File: config.mk
export PLATFORM = sky130hd
export DESIGN_NAME = fa_serial_arbiter_flat
export DESIGN_NICKNAME = d
export VERILOG_FILES = /design/src/rtl/fa_serial_arbiter_if.sv /design/src/rtl/fa_serial_arbiter.sv /design/src/flat_wrapper.sv
export SDC_FILE = /design/constraint.sdc
export NUM_CORES = 1
export LEC_CHECK = 0
export BUFFER_PORTS_ARGS = -buffer_cell sky130_fd_sc_hd__buf_4
export CAP_MARGIN = 20
export CORE_MARGIN = 4
export CORE_UTILIZATION = 48
export CTS_BUF_LIST = sky130_fd_sc_hd__clkbuf_8
export DETAILED_ROUTE_END_ITERATION = 6
export GPL_TIMING_DRIVEN = 0
export HOLD_SLACK_MARGIN = 0.06
export PLACE_DENSITY = 0.8
export SLEW_MARGIN = 20
export SYNTH_ARGS = -nofsm -noshare
export SYNTH_HDL_FRONTEND = slang
export SYNTH_SLANG_ARGS = --single-unit
File: constraint.sdc
create_clock -name clk -period 1.4 [get_ports clk]
set_input_delay 0.14 -clock clk [delete_from_list [all_inputs] [get_ports clk]]
set_output_delay 0.14 -clock clk [all_outputs]
set_load 0.005 [all_outputs]
File: src/rtl/fa_serial_arbiter_if.sv
// Bus between the two requesters, the shared full-adder cell and the
// serial arbiter. The arbiter connects through the slave modport and
// the environment through the master modport.
//
// Handshake: a requester raises reqN and holds its operands. gntN is a
// single-cycle pulse that appears only while the arbiter is idle. The
// operands must be valid in the cycle gntN is high and may change on
// the following cycle. The result appears on sum/cout/owner in the cycle
// done pulses and stays there until the next done pulse.
interface fa_serial_arbiter_if #(
  parameter int W = 8
);
  // Requester side
  logic         req0;
  logic         req1;
  logic [W-1:0] a0;
  logic [W-1:0] a1;
  logic [W-1:0] b0;
  logic [W-1:0] b1;
  logic         cin0;
  logic         cin1;
  logic         gnt0;
  logic         gnt1;

  // Shared full-adder cell
  logic         fa_a;
  logic         fa_b;
  logic         fa_cin;
  logic         fa_sum;
  logic         fa_cout;

  // Result
  logic [W-1:0] sum;
  logic         cout;
  logic         owner;
  logic         done;

  // FSM state, for observation only
  logic [1:0]   dbg_state;

  modport slave (
    input  req0, req1, a0, a1, b0, b1, cin0, cin1, fa_sum, fa_cout,
    output gnt0, gnt1, fa_a, fa_b, fa_cin, sum, cout, owner, done,
    output dbg_state
  );

  modport master (
    output req0, req1, a0, a1, b0, b1, cin0, cin1, fa_sum, fa_cout,
    input  gnt0, gnt1, fa_a, fa_b, fa_cin, sum, cout, owner, done,
    input  dbg_state
  );
endinterface

File: src/rtl/fa_serial_arbiter.sv
// Two-requester round-robin arbiter in front of one bit-serial adder.
// The winner's operands are captured once and then added LSB-first over
// W cycles, using one external full-adder cell for every bit. The result
// is published together with the id of the requester that owns it.
module fa_serial_arbiter #(
  parameter int W = 8
) (
  input  logic                   clk,
  input  logic                   rst_n,
  fa_serial_arbiter_if.slave     bus
);

  localparam int CW = $clog2(W);
  localparam logic [CW-1:0] CNT_LAST = CW'(W - 1);

  typedef enum logic [1:0] {
    S_IDLE = 2'd0,
    S_RUN  = 2'd1,
    S_DONE = 2'd2
  } state_e;

  state_e        state_q,     state_d;
  logic [CW-1:0] cnt_q,       cnt_d;
  logic [W-1:0]  a_shift_q,   a_shift_d;
  logic [W-1:0]  b_shift_q,   b_shift_d;
  logic [W-1:0]  sum_shift_q, sum_shift_d;
  logic          carry_q,     carry_d;
  logic          id_q,        id_d;
  logic          rr_q,        rr_d;
  logic [W-1:0]  sum_q,       sum_d;
  logic          cout_q,      cout_d;
  logic          owner_q,     owner_d;
  logic          done_q,      done_d;

  logic          any_req;
  logic          win_id;
  logic          grant;
  logic          in_run;
  logic [W-1:0]  sum_final;

  // Round-robin choice: on a tie the requester not served last wins,
  // otherwise the single requester wins.
  always_comb begin
    win_id = bus.req1;
    if (bus.req0 && bus.req1) begin
      win_id = ~rr_q;
    end
  end

  assign any_req = bus.req0 | bus.req1;
  // Grants are gated by rst_n so they stay low for the whole reset.
  assign grant   = rst_n && (state_q == S_IDLE) && any_req;

  assign bus.gnt0 = grant & ~win_id;
  assign bus.gnt1 = grant &  win_id;

  // The adder cell sees the current operand bits only while running;
  // everywhere else it is held at zero.
  assign in_run     = (state_q == S_RUN);
  assign bus.fa_a   = in_run & a_shift_q[0];
  assign bus.fa_b   = in_run & b_shift_q[0];
  assign bus.fa_cin = in_run & carry_q;

  // Sum register contents after this cycle's bit has been shifted in;
  // on the last RUN cycle this is the finished sum.
  assign sum_final = {bus.fa_sum, sum_shift_q[W-1:1]};

  assign bus.sum       = sum_q;
  assign bus.cout      = cout_q;
  assign bus.owner     = owner_q;
  assign bus.done      = done_q;
  assign bus.dbg_state = state_q;

  // Next-state and datapath update for the arbitrate/run/publish sequence.
  always_comb begin
    state_d     = state_q;
    cnt_d       = cnt_q;
    a_shift_d   = a_shift_q;
    b_shift_d   = b_shift_q;
    sum_shift_d = sum_shift_q;
    carry_d     = carry_q;
    id_d        = id_q;
    rr_d        = rr_q;
    sum_d       = sum_q;
    cout_d      = cout_q;
    owner_d     = owner_q;
    done_d      = 1'b0;

    unique case (state_q)
      S_IDLE: begin
        if (grant) begin
          // Operands are only guaranteed in the grant cycle, so take
          // a full copy of the winner's inputs here.
          a_shift_d = win_id ? bus.a1   : bus.a0;
          b_shift_d = win_id ? bus.b1   : bus.b0;
          carry_d   = win_id ? bus.cin1 : bus.cin0;
          id_d      = win_id;
          rr_d      = win_id;
          cnt_d     = '0;
          state_d   = S_RUN;
        end
      end

      S_RUN: begin
        a_shift_d   = a_shift_q >> 1;
        b_shift_d   = b_shift_q >> 1;
        sum_shift_d = sum_final;
        carry_d     = bus.fa_cout;
        cnt_d       = cnt_q + CW'(1);
        if (cnt_q == CNT_LAST) begin
          // W bits done: publish the result and pulse done next cycle.
          state_d = S_DONE;
          sum_d   = sum_final;
          cout_d  = bus.fa_cout;
          owner_d = id_q;
          done_d  = 1'b1;
        end
      end

      S_DONE: begin
        state_d = S_IDLE;
      end

      default: begin
        state_d = S_IDLE;
      end
    endcase
  end

  // State registers; reset aborts any operation in flight and points
  // the round-robin pointer at requester 1 so requester 0 wins first.
  always_ff @(posedge clk or negedge rst_n) begin
    if (!rst_n) begin
      state_q     <= S_IDLE;
      cnt_q       <= '0;
      a_shift_q   <= '0;
      b_shift_q   <= '0;
      sum_shift_q <= '0;
      carry_q     <= 1'b0;
      id_q        <= 1'b0;
      rr_q        <= 1'b1;
      sum_q       <= '0;
      cout_q      <= 1'b0;
      owner_q     <= 1'b0;
      done_q      <= 1'b0;
    end else begin
      state_q     <= state_d;
      cnt_q       <= cnt_d;
      a_shift_q   <= a_shift_d;
      b_shift_q   <= b_shift_d;
      sum_shift_q <= sum_shift_d;
      carry_q     <= carry_d;
      id_q        <= id_d;
      rr_q        <= rr_d;
      sum_q       <= sum_d;
      cout_q      <= cout_d;
      owner_q     <= owner_d;
      done_q      <= done_d;
    end
  end

endmodule
File: src/flat_wrapper.sv
// flat-port wrapper written by rule: the top's interface ports become plain ports
module fa_serial_arbiter_flat 
#(
  parameter int W = 8
)
  (clk, rst_n, bus_req0, bus_req1, bus_a0, bus_a1, bus_b0, bus_b1, bus_cin0, bus_cin1, bus_fa_sum, bus_fa_cout, bus_gnt0, bus_gnt1, bus_fa_a, bus_fa_b, bus_fa_cin, bus_sum, bus_cout, bus_owner, bus_done, bus_dbg_state);
  fa_serial_arbiter_if #(.W(W)) bus_i ();
  input  logic clk;
  input  logic rst_n;
  input wire logic [$bits(bus_i.req0)-1:0] bus_req0;
  input wire logic [$bits(bus_i.req1)-1:0] bus_req1;
  input wire logic [$bits(bus_i.a0)-1:0] bus_a0;
  input wire logic [$bits(bus_i.a1)-1:0] bus_a1;
  input wire logic [$bits(bus_i.b0)-1:0] bus_b0;
  input wire logic [$bits(bus_i.b1)-1:0] bus_b1;
  input wire logic [$bits(bus_i.cin0)-1:0] bus_cin0;
  input wire logic [$bits(bus_i.cin1)-1:0] bus_cin1;
  input wire logic [$bits(bus_i.fa_sum)-1:0] bus_fa_sum;
  input wire logic [$bits(bus_i.fa_cout)-1:0] bus_fa_cout;
  output wire logic [$bits(bus_i.gnt0)-1:0] bus_gnt0;
  output wire logic [$bits(bus_i.gnt1)-1:0] bus_gnt1;
  output wire logic [$bits(bus_i.fa_a)-1:0] bus_fa_a;
  output wire logic [$bits(bus_i.fa_b)-1:0] bus_fa_b;
  output wire logic [$bits(bus_i.fa_cin)-1:0] bus_fa_cin;
  output wire logic [$bits(bus_i.sum)-1:0] bus_sum;
  output wire logic [$bits(bus_i.cout)-1:0] bus_cout;
  output wire logic [$bits(bus_i.owner)-1:0] bus_owner;
  output wire logic [$bits(bus_i.done)-1:0] bus_done;
  output wire logic [$bits(bus_i.dbg_state)-1:0] bus_dbg_state;
  assign bus_i.req0 = bus_req0;
  assign bus_i.req1 = bus_req1;
  assign bus_i.a0 = bus_a0;
  assign bus_i.a1 = bus_a1;
  assign bus_i.b0 = bus_b0;
  assign bus_i.b1 = bus_b1;
  assign bus_i.cin0 = bus_cin0;
  assign bus_i.cin1 = bus_cin1;
  assign bus_i.fa_sum = bus_fa_sum;
  assign bus_i.fa_cout = bus_fa_cout;
  assign bus_gnt0 = bus_i.gnt0;
  assign bus_gnt1 = bus_i.gnt1;
  assign bus_fa_a = bus_i.fa_a;
  assign bus_fa_b = bus_i.fa_b;
  assign bus_fa_cin = bus_i.fa_cin;
  assign bus_sum = bus_i.sum;
  assign bus_cout = bus_i.cout;
  assign bus_owner = bus_i.owner;
  assign bus_done = bus_i.done;
  assign bus_dbg_state = bus_i.dbg_state;
  fa_serial_arbiter #(.W(W)) u_core (.clk(clk), .rst_n(rst_n), .bus(bus_i));
endmodule
# Word-level counts from Yosys, hierarchy flattened
# Cells that the tools add are included.
[word_totals]
register_bits = 43
in_bits = 40
output_inout_bits = 18
wordCells = 51
[op_classes]
add_sub_neg = 1
n_eq_ne = 4
n_mux = 17
bitwise = 8
reduce_logical = 9
[ops]
columns = ["op", "count"]
rows = [
  ["8-bit 2-to-1 mux", 4],
  ["8-bit case mux with 2 select lines", 2],
  ["2-bit AND reduction", 4],
  ["3-bit case mux with 2 select lines", 1],
  ["1-bit AND", 5],
  ["1-bit 2-to-1 mux", 5],
  ["2-bit 2-to-1 mux", 2],
  ["2-bit case mux with 2 select lines", 1],
  ["3-bit by 1-bit adder with 3-bit output, second input constant", 1],
  ["3-bit equality test, second input constant", 1],
  ["1-bit logical AND", 3],
  ["3-bit 2-to-1 mux", 1],
  ["2-bit by 1-bit equality test with 1-bit output, second input constant", 1],
  ["2-bit zero test", 1],
  ["2-bit by 1-bit inequality test with 1-bit output, second input constant", 1],
  ["2-bit inequality test, second input constant", 1],
  ["1-bit inverter", 2],
  ["1-bit case mux with 2 select lines", 1],
  ["2-bit nonzero test", 1],
  ["1-bit bitwise OR", 1],
]

# Depth between registers and ports, before layout
# Gate-level depths: netlist of run 1.
[depth]
ltp_word = 5
depth_mapped = 5
depth_no_buf = 5

# Worst setup path after synthesis of run 1
# OpenSTA, ideal clock, no wires.
[synth_path]
kind = "flip-flop to flip-flop"
from = "reg u_core.cnt_q[0]"
to = "reg u_core.owner_q (netlist: u_core.bus.owner)"
setup_ps = 127
t_arrival_ps = 1243
path_slack_ps = 29
stages_incl_launch_ff = 6
path_buffers = 0
period_less_slack_ps = 1371
cell_sequence = "dfrtp_1 -> ha_1 -> ha_1 -> nand2_4 -> inv_2 -> mux2_1"
[synth_via]
elab_chain_cells = 2
[synth_rtl]
columns = ["element", "line", "source"]
rows = [
  ["start: declaration", "fa_serial_arbiter.sv:23", "logic [CW-1:0] cnt_q, cnt_d;"],
  ["start signal: assignment", "fa_serial_arbiter.sv:148", "cnt_q <= cnt_d;"],
  ["3-bit equality test", "fa_serial_arbiter.sv:110", "if (cnt_q == CNT_LAST) begin"],
  ["2-bit AND reduction (no line)", "n/a", ""],
  ["end signal: assignment", "fa_serial_arbiter.sv:157", "owner_q <= owner_d;"],
  ["end: declaration", "fa_serial_arbiter.sv:32", "logic owner_q, owner_d;"],
]
# Every way passes these cells.
# A chain may end at the register's enable or synchronous reset.

# Worst setup path in the final report of run 1
[layout_path]
from = "reg u_core.state_q[0] (netlist: u_core.bus.dbg_state[0])"
to = "out bus_gnt0"
[layout_via]
elab_chain_cells = 4
[layout_rtl]
columns = ["element", "line", "source"]
rows = [
  ["start: declaration", "fa_serial_arbiter.sv:22", "state_e state_q, state_d;"],
  ["start signal: assignment", "fa_serial_arbiter.sv:147", "state_q <= state_d;"],
  ["2-bit zero test", "fa_serial_arbiter.sv:52", "assign grant = rst_n && (state_q == S_IDLE) && any_req;"],
  ["1-bit logical AND (2 in a row)", "fa_serial_arbiter.sv:52", ""],
  ["1-bit AND", "fa_serial_arbiter.sv:54", "assign bus.gnt0 = grant & ~win_id;"],
  ["end: declaration", "flat_wrapper.sv:20", "output wire logic [$bits(bus_i.gnt0)-1:0] bus_gnt0;"],
]
# Every way passes these cells.

==> results of run 1 <==
==> power by group <==
group	internal, W	total (W)	switching (W)	leakage [nW]
Combinational	0.00185	0.00335	0.00150	0.935
Clock	0.000391	0.000810	0.000419	0.0524
Sequential	0.00176	0.00212	0.000358	0.526
==> sequential cells by signal, summed over array words and instances, names as in the netlist <==
| signal | flops |
|---|---|
| u_core.a_shift_q | 8 |
| u_core.b_shift_q | 8 |
| u_core.bus.sum | 8 |
| u_core.sum_shift_q | 7 |
| u_core.cnt_q | 3 |
| u_core.bus.dbg_state | 2 |
| u_core.bus.cout | 1 |
| u_core.bus.done | 1 |
| u_core.bus.owner | 1 |
| u_core.carry_q | 1 |
| u_core.id_q | 1 |
| u_core.rr_q | 1 |
==> cell type report <==
cell class,instances,area [um^2]
plain buffers,9,121
flip-flops and latches,42,1050
clock buffers,6,82.6
well taps,50,62.6
multi-input cells,108,941
inverters,18,72.6
repair buffers,82,679
clock inverters,2,8.76
fillers,255,977
==> placed cells by master (no fill, tap or decap), types with 2 or more instances in the layout <==
cell,count
a21oi_1,2
a31o_2,2
and2_1,2
buf_4,68
buf_6,16
buf_8,3
clkbuf_8,6
dfrtp_1,39
dfrtp_2,2
dlygate4sd3_1,2
inv_1,18
mux2_4,9
mux2i_1,18
nand2_1,38
nand2_8,2
nor2_4,3
o221ai_1,7
o221ai_2,8
==> critical path, stage by stage (launching register included) <==
cell and delay [ps]:
dfrtp_2 450, nor3b_4 290, o21ai_2 120, buf_6 140
nor2_2 60, buf_4 110
==> metal layers <==
metal,GRT usage [%],vias to the layer above,routed length (um)
li1,-,780,-
met1,24.8,874,2220
met2,31.5,63,3110
met3,5.40,13,379
met4,7.31,0,117
met5,0,-,0
==> kinds of logic after synthesis <==
logic type               after synthesis  synth area share [%]
adder cells (fa/ha/maj)                2                  1.26
multiplexers                          29                  15.3
AO/OA/AOI/OAI                         26                  12.7
AND/OR/NAND/NOR                       50                  10.9
flip-flops                            42                  53.2
buffers and inverters                 27                  6.58
==> through the flow <==
stage | instance area (um^2) | setup TNS (ps) | total power, W | worst slack (ps) | util [%]
after global placement | 2470 | -6580 | 0.00402 | -386 | 61.7
after detailed placement | 2470 | -6600 | 0.00411 | -371 | 61.7
after floorplan | 1980 | 0 | 0.00331 | 29.1 | -
after global routing | 3020 | -4780 | 0.00662 | -288 | 75.6
after CTS | 2760 | -664 | 0.00530 | -138 | 69.0
final | 3020 | -3010 | 0.00627 | -198 | 75.6
==> how the worst max path moves through the flow <==
stage                                  from  depth (start not counted)          endpoint  slack, ps
global route        u_core.bus.dbg_state[0]                          5          bus_gnt0       -290
floorplan                   u_core.cnt_q[0]                          5  u_core.bus.owner         30
CTS                 u_core.bus.dbg_state[1]                          5          bus_gnt0       -140
detailed placement                    rst_n                          6          bus_gnt0       -370
global placement                      rst_n                          6          bus_gnt0       -390
finish              u_core.bus.dbg_state[0]                          5          bus_gnt0       -200
==> repair_timing <==
action,CTS,global route
resized for setup,23,42
pin swaps,3,1
setup endpoints to repair,30,43
gates cloned,1,2
hold endpoints to repair,43,41
setup buffers,11,11
==> flow_summary.ini, run 1 <==
[status]
outcome = complete, but fails checks
violations = negative hold slack, negative setup slack

[sta]
slew_headroom_pct = 73.8
tightest_slew_ps = 393
fin_ws_ps = -198
max_freq_mhz = 626
rsz0062_at_grt = yes
hold_violations = 41
drv_slew = 0
finClkSkew_ps = 9.33
setup_violations = 39
whs_ps = -259
period_minus_slack_ps = 1600
period_share_pct = 114

[yosys]
synthFlopType = dfrtp_1
yosysWarnings = 0
yosys.area.top_type = dfrtp_1
synth-seq-area-share_pct = 53.2
synth-edff-count = 0
avgSynthCellArea_um2 = 11.2
synth.area.top_cells = dfrtp_1 (52%), mux2i_1 (9.6%), nand2_1 (7.2%)
synth_top_area_share_pct = 51.9
async_flop_share_pct = 100
synth_cell_type_count = 29
synthTopCellsByCount = dfrtp_1 (41), nand2_1 (38), mux2i_1 (19), inv_1 (17), mux2_1 (10)
syn_nets = 218
netlist_area_mm2 = 0.00198
yosysMostFrequentCell = dfrtp_1
synthCells = 176
synth-seq-cells = 42

[cts]
cts_buffers = 5
postCtsHoldBufs = 2
htree_num_levels = 2
cts_sinks = 42
clock_latency_ps = 300
root_buffer = clkbuf_8
cts_tree = yes
path_clk_slew_ps = 80
clockBufferDepth = 2

[setup_path]
reg2reg_depth = 7
cp_data_required_time_ps = 1260
critPathMaxFanout = 2
reg2reg_to = u_core.bus.sum[6]
crit_type = reg2out
crit_path_end_kind = output port
r2r_slack_ps = -180
critPathArrivalTime_ps = 1460
worstSetupStartpointType = register
rr_startpoint = u_core.bus.dbg_state[1]

[routing]
antenna_left = 0
wirelength_um = 5820
num_vias = 1730
vias_per_cell = 5.46
routedWlPerCell_um = 18.4
first_pass_iters = 4
drt_drc_violations_left = 0
drtIter0Drc = 145

[placement]
place_congestion = 0.701
post-place-cells = 283
hpwl_um = 3000
io_buffers = 57

[die]
dieArea_mm2 = 0.00521
rows = 23
initial_core_util_pct = 49.5
die_w_um = 72.2
coreArea_mm2 = 0.00400
pin_count = 58
die_h_um = 72.2

[run]
drv_cap = 0

[cells_and_area]
drive_above_1_share_pct = 50.2
area_delta_synth_final_pct = 52.8
diodes = 0
layout.cells.non_filler = 317
finalNetCount = 308

[grt]
grt_max_degree = 45
grt_pass1_vias = 1646
antenna_found_initial = 0
grt_overflow_total = 0
grt_first_pass_wirelength_um = 7670
track_usage_pct = 19.4

[power_and_ir_drop]
peakVddDrop_mv = 1.36
power_leakage_nw = 1.51
cellPowerDensity_mw_per_mm2 = 2080

[worst_hold_path]
min_path_type = in2async
Note: power is estimated with default switching activity, not from simulation.
==> run 2: changes to the inputs <==
--- a/config.mk
+++ b/config.mk
@@ -14,6 +14,7 @@
 export GPL_TIMING_DRIVEN = 0
 export HOLD_SLACK_MARGIN = 0.06
 export PLACE_DENSITY = 0.8
+export SKIP_LAST_GASP = 1
 export SLEW_MARGIN = 20
 export SYNTH_ARGS = -nofsm -noshare
 export SYNTH_HDL_FRONTEND = slang
==> constraint.sdc (replaced) <==
create_clock -name clk -period 1.3 [get_ports clk]
set_input_delay 0.13 -clock clk [delete_from_list [all_inputs] [get_ports clk]]
set_output_delay 0.13 -clock clk [all_outputs]
set_load 0.005 [all_outputs]
==> run 2 against run 1 <==
  * The run still ends with negative hold slack, negative setup slack left
  * Clock skew rose by 2.9 ps
  * Cell count rose by 1.3%
  * Sequential power rose by 8%
  * Setup slack got worse by 73 ps
  * Highest routed layer unchanged
==> flow_summary.ini, run 2 (synthesis gave the netlist of run 1 again) <==
[routing]
num_vias = 1746
antenna_left = 0
routedWlPerCell_um = 18.5
vias_per_cell = 5.44
wirelength_um = 5930
first_pass_iters = 4
drt_drc_violations_left = 0
drtIter0Drc = 137

[cells_and_area]
area_delta_synth_final_pct = 61.7
finalNetCount = 312
diodes = 0
drive_above_1_share_pct = 55.7
final_core_util_pct = 80.0
nFillCells = 221
final_cell_mix = buf_4 (75), dfrtp_1 (39), nand2_1 (38)
final_common_cell = buf_4

[sta]
period_share_pct = 121
hold_violations = 41
period_minus_slack_ps = 1570
finClkSkew_ps = 12.3
whs_ps = -196
tightest_slew_ps = 542
drv_slew = 0
rsz0062_at_grt = yes
max_freq_mhz = 637
fin_ws_ps = -271
slew_headroom_pct = 63.9
setup_violations = 43

[status]
outcome = complete, but fails checks
violations = negative hold slack, negative setup slack

[cts]
cts_sinks = 42
cts_tree = yes
clockBufferDepth = 2
root_buffer = clkbuf_8
path_clk_slew_ps = 90
cts_buffers = 5
htree_num_levels = 2
clock_latency_ps = 310
postCtsHoldBufs = 3

[placement]
place_congestion = 0.697
hpwl_um = 2880
post-place-ws_ps = -449
io_buffers = 57

[die]
rows = 23
die_h_um = 72.2
pin_count = 58
die_w_um = 72.2
dieArea_mm2 = 0.00521
coreArea_mm2 = 0.00400
initial_core_util_pct = 49.5

[setup_path]
crit_path_end_kind = output port
cp_top_family = flip-flops
critPathArrivalTime_ps = 1440
critPathMostFrequentCell = buf_6
worstSetupStartpointType = register
cp_data_required_time_ps = 1170
critPathMaxFanout = 4
crit_chain = nor3b_4 -> o21ai_2 -> buf_6 -> nor2_4 -> buf_6
slowest_stage = dfrtp_2
crit_type = reg2out
path_buf_inv = 2
cp_slowest_stage_delay_ps = 470

[power_and_ir_drop]
p_switching_w = 0.00253
peakVddDrop_mv = 1.37
internal_power_w = 0.00458
pwr-share-comb_pct = 52.7
power_leakage_nw = 1.57
netSwitchingFraction_pct = 35.6
clkPwrFrac_pct = 15.2
cellPowerDensity_mw_per_mm2 = 2220
pwr-share-seq_pct = 32.2

[grt]
grt_overflow_total = 0
grt_max_degree = 45
grt_first_pass_wirelength_um = 7880
track_usage_pct = 19.7
grt_pass1_vias = 1683
antenna_found_initial = 0

[run]
drv_cap = 0

[worst_hold_path]
min_path_type = in2async
==> run 2: cell types whose count changed in the layout (fill, tap and decap cells not counted), moves of 4 or more <==
cell,previous run,this run
buf_6,16,8
buf_4,68,75
o221ai_1,7,0
o221ai_2,8,15
mux2i_1,18,13
mux2i_2,1,5
==> run 2: power by group through the flow <==
| stage | combinational [W] | clock [W] | sequential (W) |
|---|---|---|---|
| 6_report | 0.00375 | 0.00108 | 0.00229 |
| 3_3_place_gp | 0.00218 | 0 | 0.00222 |
| 3_5_place_dp | 0.00223 | 0 | 0.00225 |
| 2_1_floorplan | 0.00146 | 0 | 0.00219 |
| 4_1_cts | 0.00294 | 0.00108 | 0.00222 |
| 5_1_grt | 0.00401 | 0.00114 | 0.00235 |
==> run 2: stage by stage <==
| stage | power (W) | instance area (um^2) | std cells | TNS, ps |
|---|---|---|---|---|
| 6_report | 0.00711 | 3200 | 321 | -4630 |
| 5_1_grt | 0.00750 | 3200 | 321 | -6450 |
| 4_1_cts | 0.00624 | 2910 | 311 | -1010 |
| 3_5_place_dp | 0.00448 | 2500 | 283 | -9150 |
| 3_3_place_gp | 0.00439 | 2500 | 283 | -8540 |
| 2_1_floorplan | 0.00364 | 2010 | 176 | 0 |
==> run 2: path summary, 6_finish.rpt <==
| path | from | end | slack [ps] | cells after the start |
|---|---|---|---|---|
| worst min-delay path | rst_n | u_core.bus.owner | -200 | 1 |
| min in group clk | bus_a0[6] | u_core.a_shift_q[6] | 120 | 3 |
| max in group asynchronous | rst_n | u_core.bus.dbg_state[1] | 1100 | 1 |
| worst max register to register | u_core.bus.dbg_state[0] | u_core.id_q | -200 | 6 |
| worst min register to register | u_core.b_shift_q[1] | u_core.b_shift_q[0] | 490 | 2 |
| worst max-delay path | u_core.bus.dbg_state[0] | bus_gnt0 | -270 | 5 |
==> run 2: timing repair <==
action,4_1_cts,5_1_grt
gates cloned,1,3
gates resized for setup,35,39
setup endpoints to repair,41,45
endpoints found under the hold margin,44,41
pin swaps,6,10
setup buffers,17,10
==> run 2: layout make-up <==
cell class | instances | area, um^2 | share of cell area, %
flip-flops and latches | 42 | 1050 | 33.0
multi-input cells | 108 | 1040 | 32.6
repair buffers | 88 | 747 | 23.4
plain buffers | 7 | 98.8 | 3.09
clock buffers | 6 | 82.6 | 2.58
inverters | 18 | 75.1 | 2.35
well taps | 50 | 62.6 | 1.96
clock inverters | 2 | 33.8 | 1.06
==> run 2: routing by layer <==
metal	vias to the layer above	track usage, %	wire, um
met5	-	0	0
met4	0	9.19	144
met3	12	3.32	286
met2	54	33.5	3110
met1	885	24.4	2380
li1	795	-	-
